`src/rtl/dr_pkg.sv`:
```
// Shared definitions for the dual-rail receiver: handshake states and the
// per-bit {true,false} rail-pair encodings.
package dr_pkg;

    // Four-phase handshake states; ack is high exactly while in WAIT_NULL
    typedef enum logic {
        WAIT_DATA = 1'b0,
        WAIT_NULL = 1'b1
    } state_t;

    // Rail-pair codes, written as {rail_t[i], rail_f[i]}
    localparam logic [1:0] SPACER       = 2'b00;
    localparam logic [1:0] RAIL_ONE     = 2'b10;
    localparam logic [1:0] RAIL_ZERO    = 2'b01;
    localparam logic [1:0] RAIL_ILLEGAL = 2'b11;

endpackage

```
`src/rtl/sync_ff.sv`:
```
// Multi-stage flop synchronizer for a vector of asynchronous inputs.
// Each bit is synchronized independently; word coherence is handled by the
// stability check in the receiver, not here.
module sync_ff #(
    parameter int width  = 1,
    parameter int stages = 2
) (
    input  logic             clk,
    input  logic             rst_n,
    input  logic [width-1:0] d,
    output logic [width-1:0] q
);

    logic [width-1:0] stage_q [stages];

    // Shift the asynchronous input through the flop chain, clearing all stages on reset
    always_ff @(posedge clk) begin
        if (!rst_n) begin
            for (int k = 0; k < stages; k++) begin
                stage_q[k] <= '0;
            end
        end else begin
            stage_q[0] <= d;
            for (int k = 1; k < stages; k++) begin
                stage_q[k] <= stage_q[k-1];
            end
        end
    end

    assign q = stage_q[stages-1];

endmodule

```
`src/rtl/dual_rail_rx.sv`:
```
// Dual-rail (1-of-2 per bit) four-phase receiver. Synchronizes both rail
// vectors, waits for a complete and stable codeword, hands it to a
// one-entry single-rail output buffer, and acknowledges the sender. A
// null (all-spacer) phase must follow every word before the next one is
// accepted. Illegal 11 pairs raise a sticky error flag.
module dual_rail_rx
    import dr_pkg::*;
#(
    parameter int wd          = 4,
    parameter int SYNC_STAGES = 2
) (
    input  logic          clk,
    input  logic          rst_n,
    input  logic [wd-1:0] rail_t,
    input  logic [wd-1:0] rail_f,
    output logic          ack,
    output logic [wd-1:0] out_data,
    output logic          out_valid,
    input  logic          out_ready,
    output logic          err
);

    logic [wd-1:0] sync_t;
    logic [wd-1:0] sync_f;
    logic [wd-1:0] hold_t;
    logic [wd-1:0] hold_f;

    logic          all_valid;
    logic          all_null;
    logic          any_illegal;
    logic          stable;
    logic          buf_free;
    logic          load;

    state_t        state;

    // Bring the true rails into the clk domain
    sync_ff #(
        .width  (wd),
        .stages (SYNC_STAGES)
    ) u_sync_t (
        .clk   (clk),
        .rst_n (rst_n),
        .d     (rail_t),
        .q     (sync_t)
    );

    // Bring the false rails into the clk domain
    sync_ff #(
        .width  (wd),
        .stages (SYNC_STAGES)
    ) u_sync_f (
        .clk   (clk),
        .rst_n (rst_n),
        .d     (rail_f),
        .q     (sync_f)
    );

    // Keep a one-cycle-old copy of the synchronized word for the stability test
    always_ff @(posedge clk) begin
        if (!rst_n) begin
            hold_t <= '0;
            hold_f <= '0;
        end else begin
            hold_t <= sync_t;
            hold_f <= sync_f;
        end
    end

    // Classify every synchronized rail pair and reduce to word-level flags
    always_comb begin
        all_valid   = 1'b1;
        all_null    = 1'b1;
        any_illegal = 1'b0;
        for (int i = 0; i < wd; i++) begin
            case ({sync_t[i], sync_f[i]})
                SPACER: begin
                    all_valid = 1'b0;
                end
                RAIL_ONE, RAIL_ZERO: begin
                    all_null = 1'b0;
                end
                default: begin
                    any_illegal = 1'b1;
                    all_valid   = 1'b0;
                    all_null    = 1'b0;
                end
            endcase
        end
    end

    // A word is trusted only once it has been seen unchanged on two consecutive cycles
    assign stable   = (sync_t == hold_t) && (sync_f == hold_f);

    // The single buffer entry is free if empty or being drained this cycle
    assign buf_free = !out_valid || out_ready;

    assign load     = (state == WAIT_DATA) && all_valid && !any_illegal
                      && stable && buf_free;

    // Handshake FSM with registered ack, output buffer and sticky error flag
    always_ff @(posedge clk) begin
        if (!rst_n) begin
            state     <= WAIT_DATA;
            ack       <= 1'b0;
            out_data  <= '0;
            out_valid <= 1'b0;
            err       <= 1'b0;
        end else begin
            if (any_illegal) begin
                err <= 1'b1;
            end

            if (load) begin
                out_data  <= sync_t;
                out_valid <= 1'b1;
            end else if (out_ready) begin
                out_valid <= 1'b0;
            end

            case (state)
                WAIT_DATA: begin
                    if (load) begin
                        state <= WAIT_NULL;
                        ack   <= 1'b1;
                    end
                end
                WAIT_NULL: begin
                    if (all_null && stable) begin
                        state <= WAIT_DATA;
                        ack   <= 1'b0;
                    end
                end
                default: begin
                    state <= WAIT_DATA;
                    ack   <= 1'b0;
                end
            endcase
        end
    end

endmodule

```
`config.mk`:
```
export PLATFORM = sky130hd
export DESIGN_NAME = dual_rail_rx
export DESIGN_NICKNAME = d
export VERILOG_FILES = /design/src/rtl/dr_pkg.sv /design/src/rtl/sync_ff.sv /design/src/rtl/dual_rail_rx.sv
export SDC_FILE = /design/constraint.sdc
export NUM_CORES = 1
export LEC_CHECK = 0
export CORE_MARGIN = 2
export CORE_UTILIZATION = 39
export DETAILED_ROUTE_END_ITERATION = 8
export GPL_TIMING_DRIVEN = 0
export PLACE_DENSITY = 0.7
export SYNTH_ARGS = -nofsm -noshare
export SYNTH_HDL_FRONTEND = slang
export SYNTH_HIERARCHICAL = 1
export SYNTH_SLANG_ARGS = --single-unit
```
`constraint.sdc`:
```
create_clock -name clk -period 5.8 [get_ports clk]
set_input_delay 1.16 -clock clk [delete_from_list [all_inputs] [get_ports clk]]
set_output_delay 1.16 -clock clk [all_outputs]
set_load 0.005 [all_outputs]
```
=== After elaboration in Yosys (flattened, before gate mapping) ===
Memories as Yosys holds them, arrays and structs flattened.
Index checks and enable logic that the tools add are counted.

* Input port bits: 11
* Flip-flop bits (word level): 16
* Logic and storage cells: 75
* Memories kept: 2
* Output and inout bits: 7
* Bits in writable memories: 16

{| class="wikitable"
|+ Memory list
! name !! words !! width !! rd ports !! clocked after memory_dff !! write ports !! RTL line !! source
|-
| u_sync_f.stage_q || 2 || 4 || 2 || 0 || 2 || sync_ff.sv:14 || <nowiki>logic [width-1:0] stage_q [stages];</nowiki>
|-
| u_sync_t.stage_q || 2 || 4 || 2 || 0 || 2 || sync_ff.sv:14 ||
|}

* Bitwise logic cells: 5
* Multiplexer cells: 26
* Reductions and logical operators: 23
* Equality and inequality tests: 12

{| class="wikitable"
|+ Operator list
! kind !! number
|-
| 1-bit two-way mux || 20
|-
| 4-bit two-way mux || 4
|-
| 3-bit OR reduction || 4
|-
| 2-bit by 1-bit == test with 1-bit output, second input constant || 4
|-
| 2-bit == test, second input constant || 4
|-
| 4-bit == test || 2
|-
| 2-bit zero test || 4
|-
| 2-bit OR reduction || 4
|-
| 1-bit logical AND || 6
|-
| 1-bit bitwise OR || 4
|-
| 1-bit case mux with 2 select lines || 2
|-
| 1-bit zero test || 2
|-
| 2-bit by 1-bit inequality test with 1-bit output, second input constant || 1
|-
| 2-bit inequality test, second input constant || 1
|-
| 2-bit AND reduction || 1
|-
| 2-bit nonzero test || 1
|-
| 1-bit logical OR || 1
|-
| 1-bit inverter || 1
|}

=== Longest topological paths before layout ===
Gate-level depths: netlist (run 1).

* Depth in word-level cells: 12
* Gate-level depth with buffers: 7
* Gate-level depth less buffers: 6

=== Modules after synthesis ===
Netlist (run 1), hierarchy kept.

{| class="wikitable"
|+ Modules (own cells, without submodules)
! module !! area an instance (um2) !! seq. area each (um2) !! instances !! cells each
|-
| dual_rail_rx || 803.3 || 320.3 || 1 || 81
|-
| sync_ff || 240.2 || 160.2 || 2 || 20
|}

=== Least setup slack after synthesis (run 1) ===
OpenSTA, ideal clock, no wires.

* Path type: input-to-reg
* Start: in out_ready
* End: reg ack
* Slack: 3.851 ns
* Stages: 4
* Arrival time: 1.860 ns
* Data required time: 5.712 ns
* Path through: nand2b_1 -> nor4b_4 -> nand3_4 -> o32ai_2

* Longest elaborated chain between the ends: 4

{| class="wikitable"
|+ RTL lines
! what !! RTL line !! source
|-
| start, declared || dual_rail_rx.sv:19 || <nowiki>input logic out_ready,</nowiki>
|-
| 1-bit logical OR || dual_rail_rx.sv:96 || <nowiki>assign buf_free = !out_valid || out_ready;</nowiki>
|-
| 1-bit logical AND || dual_rail_rx.sv:99 || <nowiki>&& stable && buf_free;</nowiki>
|-
| 2-bit inequality test (no source line) || - ||
|-
| 2-bit AND reduction (no source line) || - ||
|-
| end signal, assigned || dual_rail_rx.sv:105 || <nowiki>ack <= 1'b0;</nowiki>
|-
| end signal, assigned || dual_rail_rx.sv:125 || <nowiki>ack <= 1'b1;</nowiki>
|-
| end signal, assigned || dual_rail_rx.sv:131 || <nowiki>ack <= 1'b0;</nowiki>
|-
| end, declared || dual_rail_rx.sv:16 || <nowiki>output logic ack,</nowiki>
|}

No other way between the ends.
A chain may end at the register's enable or synchronous reset.

=== Final worst setup path (run 1) ===
* Start: reg out_data[2]
* End: out out_data[2]

{| class="wikitable"
|+ RTL lines
! what !! RTL line !! source
|-
| start, declared || dual_rail_rx.sv:17 || <nowiki>output logic [wd-1:0] out_data,</nowiki>
|-
| start signal, assigned || dual_rail_rx.sv:115 || <nowiki>out_data <= sync_t;</nowiki>
|}

No word-level cell between the ends.

==> summary.md, run 1 <==
| Metric | Value |
|---|---|
| Run status | `finished, final reports clean` |
| Series of cell instances along the critical path | `clkdlybuf4s50_1` |
| # diodes | `0` |
| DRC | `0` |
| Area post-placement | `approximately 1500 µm²` |
| CTS clk-pin slew, worst paths | `roughly 0.1 ns` |
| Number of vias after detailed routing | `818` |
| Source-to-sink clock delay at the later pin of the worst-skew pair | `between 0.3 and 0.4 ns` |
| Syn_nets | `140` |
| CTS H-tree lvls | `2` |
| Crit path kind | `reg2out` |
| Slowest library cell on the worst path | `clkdlybuf4s50_1` |
| Maximum clock path buffer count | `2` |
| Slew HR | `roughly 65%` |
| Count of cells along the worst hold path | `1` |
| Final Cycle Share | `between 40% and 50%` |
| Area growth from synthesis to final layout | `22.42%` |
| Largest net degree at the start of global routing | `18` |
| Unrepaired setup endpoints after global routing | `no` |
| Post-CTS Repair Setup Buffers | `0` |
| Power density over the cells | `251.5 nW/µm²` |
| Arrival time reported for the critical path endpoint | `roughly 1.2 ns` |
| Layout Utilization | `50.65%` |
| Min Hold Slack | `approximately 0.43 ns` |
| Hold_buf cts | `0` |
| Cell family contributing the most delay on the critical path | `buffers and inverters` |
| Initial core utilization | `between 40% and 50%` |
| Count of standard-cell rows | `20` |
| Clock buffers created by TritonCTS | `5` |
| Core box area | `between 3000 and 4000 µm²` |
| Detailed Place HPWL | `between 1 and 1.5 mm` |
| TNS Setup | `0 ns` |
| Overflow left after global routing | `0` |
| Post-Synthesis Mean Instance Area | `roughly 11 µm²` |
| Initial antenna violation count | `0` |
| Data required, critical path | `~4.6 ns` |
| Library cell with the highest instance count after synthesis | `dfxtp_1` |
| Final-stage net count | `164` |
| Type of element capturing the critical path | `primary output` |
| Transition time at the pin with the least slew margin | `0.5163 ns` |
| Die H | `61.37 µm` |
| HP Class | `reg2reg` |
| Reg-to-reg setup timing slack | `3.71 ns` |
| Clock tree from TritonCTS | `done` |
| Element type at the critical path start | `register` |
| Ratio of cells with drive above 1 in the final layout | `15.75%` |
| Worst Hold Endpoint | `u_sync_f/stage_q[0][6]` |
| Total routed wirelength | `1.976 mm` |
| Final-report hold violation count | `0` |
| Routability cong. | `approximately 0.74` |
| Drt first pass iters | `4` |
| Wire length of the first global-routing pass | `approximately 3.5 mm` |
| Cell types with the highest counts after synthesis | `dfxtp_1 (32), and2_1 (16), inv_1 (13), nand2_1 (10)` |
| Number of flops mapped to enable cells by yosys | `0` |
| Hold wc startpoint | `u_sync_f/stage_q[0][2]` |
| Storage cell area | `approximately 640 µm²` |
| Cell type with the highest aggregate area in the netlist | `dfxtp_1` |
| Distinct cells, synth | `23` |
| Max IR drop VDD | `approximately 110 µV` |
| Routed length per instance | `10.40 µm` |
| Syn Std Cell Area | `~1300 µm²` |
| Maximum capacitance violations | `0` |
| Main area contributors after synthesis | `dfxtp_1 (50%), and2_1 (7.8%), ha_1 (7.8%), xor2_1 (5.5%), buf_4 (4.7%)` |
| Clock sinks | `32` |
| Highest clock frequency the design can meet | `about 430 MHz` |
| Number of global-route vias before repair | `825` |
| Post-cts repair resize count | `0` |
| Finished Layout Cells | `between 150 and 200` |
| Die Area | `between 3000 and 4000 µm²` |
| Number of port buffers | `17` |
| Post-layout min period | `2.350 ns` |
| Most common flop cell mapped by yosys | `dfxtp_1` |
| Yosys warning total | `6` |
| Area share of the largest cell type after synthesis | `49.90%` |
| Maximum fanout along the worst path | `2` |
| Count of fill cells added during filler insertion | `325` |
| Number of DRC markers in iteration 0 | `12` |
| Placed Cells incl. Taps | `182` |
| Launching point of the worst reg2reg path | `u_sync_t/stage_q[0][4]` |
| Proportion of register bits with asynchronous set or reset after synthesis | `0%` |
| Clock tree skew after final layout | `~0.014 ns` |
| Root Buffer | `clkbuf_4` |
| Final count of negative-setup-slack endpoints | `0` |
| Worst path max stage delay | `between 0.5 and 0.6 ns` |
| Standby leakage power | `about 0.00073 µW` |
| R2R depth | `6` |
| Final Instance Area | `1572 µm²` |
| DR vias/cell | `between 4 and 5` |
| Flip-flop and latch count after synthesis | `32` |
| Number of instances in the synthesized netlist | `121` |
| Global-route total usage across every layer | `around an eighth` |
| Share of synthesized area occupied by flip-flops and latches | `between 40 and 50%` |
| Chip Width | `slightly above 60 µm` |
| Pins over their slew limit | `0` |
| Capture instance of the worst register-to-register path | `ack` |
| Number of I/O pins | `18` |
| Area of the multi-input gates | `about 520 µm²` |
| Residual antenna-violating net count after detailed routing | `0` |
| Crit path buffers/inverters | `1` |
## layer usage
| metal | track usage (%) | wire length, µm | vias to the layer above |
|---|---|---|---|
| met1 | 12.61 | 870 | 362 |
| li1 | - | - | 424 |
| met2 | 23.10 | 939 | 25 |
| met5 | 0 | 0 | - |
| met3 | 6.092 | 124 | 7 |
| met4 | 6.687 | 42 | 0 |
## logic make-up (layout without fill, tap and decap cells)
family	Yosys count	after routing	share of synthesized area, %
AND/OR/NAND/NOR	44	44	22.22
XOR/XNOR	8	8	5.458
buffers and inverters	22	47	9.357
multiplexers	4	4	3.119
flip-flops	32	32	49.90
adder cells (fa/ha/maj)	8	8	7.798
AO/OA/AOI/OAI	3	3	2.145
## where the power goes
| part | leakage, µW | internal, µW | switching, µW |
|---|---|---|---|
| registers | 0.000262 | 227 | 1.70 |
| clock network | 0.0000315 | 59.3 | 73.7 |
| logic | 0.000438 | 18.0 | 16.1 |
| total | 0.000732 | 304 | 91.4 |
## worst max path at each step
stage               cells past startpoint          end         from  slack (ns)
finish                                  1  out_data[2]  out_data[2]        3.45
detailed placement                      4          ack        rst_n        3.19
floorplan                               4          ack    out_ready        3.85
CTS                                     1  out_data[2]  out_data[2]        3.43
global placement                        4          ack        rst_n        3.24
global route                            1  out_data[2]  out_data[2]        3.39
## registers in the layout (all words and copies together) (netlist names)
| signal | flops |
|---|---|
| hold_f | 4 |
| u_sync_f/stage_q | 8 |
| out_valid | 1 |
| ack | 1 |
| hold_t | 4 |
| u_sync_t/stage_q | 8 |
| state | 1 |
| err | 1 |
| out_data | 4 |
## through the flow
step | worst slack [ns] | power, µW
2_1_floorplan | 3.851 | 254.8
3_3_place_gp | 3.237 | 266.3
3_5_place_dp | 3.190 | 267.9
4_1_cts | 3.429 | 401.1
5_1_grt | 3.391 | 417.3
6_report | 3.451 | 395.2
## layout make-up
class / count / share of cell area [%]
clock buffers: 7 / 3.503
clock inverters: 1 / 0.4777
multi-input cells: 67 / 33.28
well taps: 44 / 3.503
plain buffers: 9 / 4.538
inverters: 13 / 3.105
repair buffers: 17 / 10.83
flip-flops and latches: 32 / 40.76
## cells in the final DEF (no fill, tap or decap), types with 2 or more instances in the layout
master,n
dfxtp_1,32
clkdlybuf4s50_1,17
and2_1,16
inv_1,13
nand2_1,10
xor2_1,8
ha_1,8
buf_4,8
nor2_1,6
clkbuf_4,5
mux2i_1,4
nor4_2,2
nor3_1,2
Power figures use the tool's default switching activity.
==> inputs of run 2 (changes only) <==
Settings changed: PLACE_DENSITY 0.7 to 0.73.
Clock period 5.8 ns to 2.1 ns, I/O delays scaled along.
==> run 2 against run 1 <==
  * Count of clock-buffer cells in the layout is the same
  * Design area shrank 0.72%
  * Utilization shrank 0.36 points
  * Die area is the same
  * Clock power grew to 2.8 times the previous value
  * Global-route usage shrank 0.97 points
  * Power grew to 2.7 times the previous value
  * Non-clock buffer count shrank 4
  * Critical endpoint is now ack
  * Largest cell class unchanged
==> summary.md, run 2 (synthesis gave the netlist of run 1 again) <==
| Metric | Value |
|---|---|
| Leading cell types in the layout, fill and taps excluded | `dfxtp_1 (29), clkdlybuf4s50_1 (17), and2_1 (16), inv_1 (13), nand2_1 (10)` |
| Crit path kind | `reg2reg` |
| Initial antenna violation count | `0` |
| Final-report hold violation count | `0` |
| Root Buffer | `clkbuf_4` |
| Area growth from synthesis to final layout | `21.54%` |
| Launching point of the worst reg2reg path | `u_sync_f/stage_q[0][6]` |
| TNS Setup | `0 ns` |
| Power spent charging and discharging nets | `~250 µW` |
| Overflow left after global routing | `0` |
| Fraction of power consumed by the clock network | `about a third` |
| Wire length of the first global-routing pass | `3.167 mm` |
| Share of total power consumed by net switching | `23.04%` |
| Final-stage net count | `160` |
| Post-layout min period | `a little under 2 ns` |
| Max IR drop VDD | `365.8 µV` |
| Run status | `finished, final reports clean` |
| Number of I/O pins | `18` |
| Highest clock frequency the design can meet | `between 500 and 600 MHz` |
| Layout Utilization | `between 50% and 60%` |
| Detailed Place HPWL | `about 1.4 mm` |
| Unrepaired setup endpoints after global routing | `no` |
| Min Hold Slack | `roughly 0.43 ns` |
| Pins over their slew limit | `0` |
| # diodes | `0` |
| Maximum capacitance violations | `0` |
| HP Class | `reg2reg` |
| Arrival time reported for the critical path endpoint | `between 2 and 2.5 ns` |
| Final Cycle Share | `a little over nine tenths` |
| Most common library cell in the layout ignoring fill and taps | `dfxtp_1` |
| Routability cong. | `0.8043` |
| Number of global-route vias before repair | `796` |
| Type of element capturing the critical path | `register` |
| CTS clk-pin slew, worst paths | `approximately 0.1 ns` |
| Hold wc startpoint | `u_sync_f/stage_q[0][2]` |
| Number of vias after detailed routing | `approximately 780` |
| Drt first pass iters | `4` |
| Die H | `a little over 60 µm` |
| Chip Width | `~60 µm` |
| Clock tree skew after final layout | `about 0.0055 ns` |
| Largest net degree at the start of global routing | `18` |
| Data required, critical path | `about 2.4 ns` |
| Standby leakage power | `a little over 0.0007 µW` |
| Ratio of cells with drive above 1 in the final layout | `between 15 and 20%` |
| Count of standard-cell rows | `20` |
| Biggest registers after layout | `u_sync_f/stage_q x8, u_sync_t/stage_q x8` |
| Slew HR | `64.50%` |
| Power density over the cells | `roughly 700 nW/µm²` |
| Clock sinks | `32` |
| Core box area | `between 3000 and 4000 µm²` |
| Global-route total usage across every layer | `12.07%` |
| Area post-placement | `approximately 1500 µm²` |
| Routed length per instance | `~10 µm` |
| CTS H-tree lvls | `2` |
| Number of DRC markers in iteration 0 | `26` |
| Initial core utilization | `about two fifths` |
| Clock tree from TritonCTS | `done` |
| Source-to-sink clock delay at the later pin of the worst-skew pair | `about 0.33 ns` |
| Comb pwr share | `under 10%` |
| Register share of total power | `approximately 59%` |
| Clock buffers created by TritonCTS | `5` |
| Final Instance Area | `1560 µm²` |
| Number of port buffers | `17` |
| Residual antenna-violating net count after detailed routing | `0` |
| Maximum fanout along the worst path | `5` |
| Setup crit start | `u_sync_f/stage_q[0][6]` |
| Element type at the critical path start | `register` |
| Internal Dissipation | `~840 µW` |
| Hold_buf cts | `0` |
| Final count of negative-setup-slack endpoints | `0` |
| Total routed wirelength | `approximately 1.9 mm` |
| Transition time at the pin with the least slew margin | `0.5282 ns` |
| Maximum clock path buffer count | `2` |
| DR vias/cell | `4.210` |
| DRC | `0` |
| Die Area | `~3800 µm²` |
## run 2: layer usage
layer	track usage, %	wire (µm)
met3	6.723	118
met2	19.45	877
met5	0	0
met1	12.32	841
met4	6.991	42
## run 2: critical path, stage by stage (launching register included)
cell	delay (ns)
dfxtp_1	0.31
buf_4	0.13
ha_2	0.16
or4_4	0.51
nor4b_4	0.35
nand3_4	0.17
o32ai_2	0.28
## run 2: final timing paths
path / end / slack [ns] / depth (start not counted)
max: ack / 0.11 / 6
min: u_sync_f/stage_q[0][6] / 0.43 / 1
max reg2reg: ack / 0.11 / 6
min reg2reg: u_sync_f/stage_q[0][6] / 0.43 / 1
## run 2: cell type report
class | instances | area (µm²)
multi-input combinational | 67 | 538.0
sequential | 32 | 644.4
fill | 307 | 1543
buffer | 4 | 33.78
clock buffer | 7 | 55.05
inverter | 13 | 48.80
tap | 44 | 55.05
clock inverter | 1 | 7.507
timing repair buffer | 18 | 177.7
## run 2: power groups by stage
stage          clock network, µW  logic (µW)  registers, µW
3_5_place_dp                   0        94.0            645
2_1_floorplan                  0        59.7            644
4_1_cts                      381        94.1            631
3_3_place_gp                   0        90.9            644
6_report                     366        85.0            635
5_1_grt                      413        96.3            638
## run 2: what timing repair did
item                       in CTS  in global routing
setup endpoints to repair       1                  1
gates resized for setup         0                  6
setup buffers                   0                  1
pin swaps                       1                  3
## run 2: through the flow
step           cells  power (µW)  setup WS [ns]
4_1_cts          190        1106        0.06237
6_report         186        1086         0.1119
3_3_place_gp     182       735.3        0.06503
2_1_floorplan    121       703.6         0.1698
3_5_place_dp     182       738.7        0.01291
5_1_grt          186        1147       0.007693
==> inputs of run 3 (changes only) <==
Settings changed: CAP_MARGIN set to 20.
==> results of run 3 <==
Final layout, timing and power as in run 2 (identical DEF).
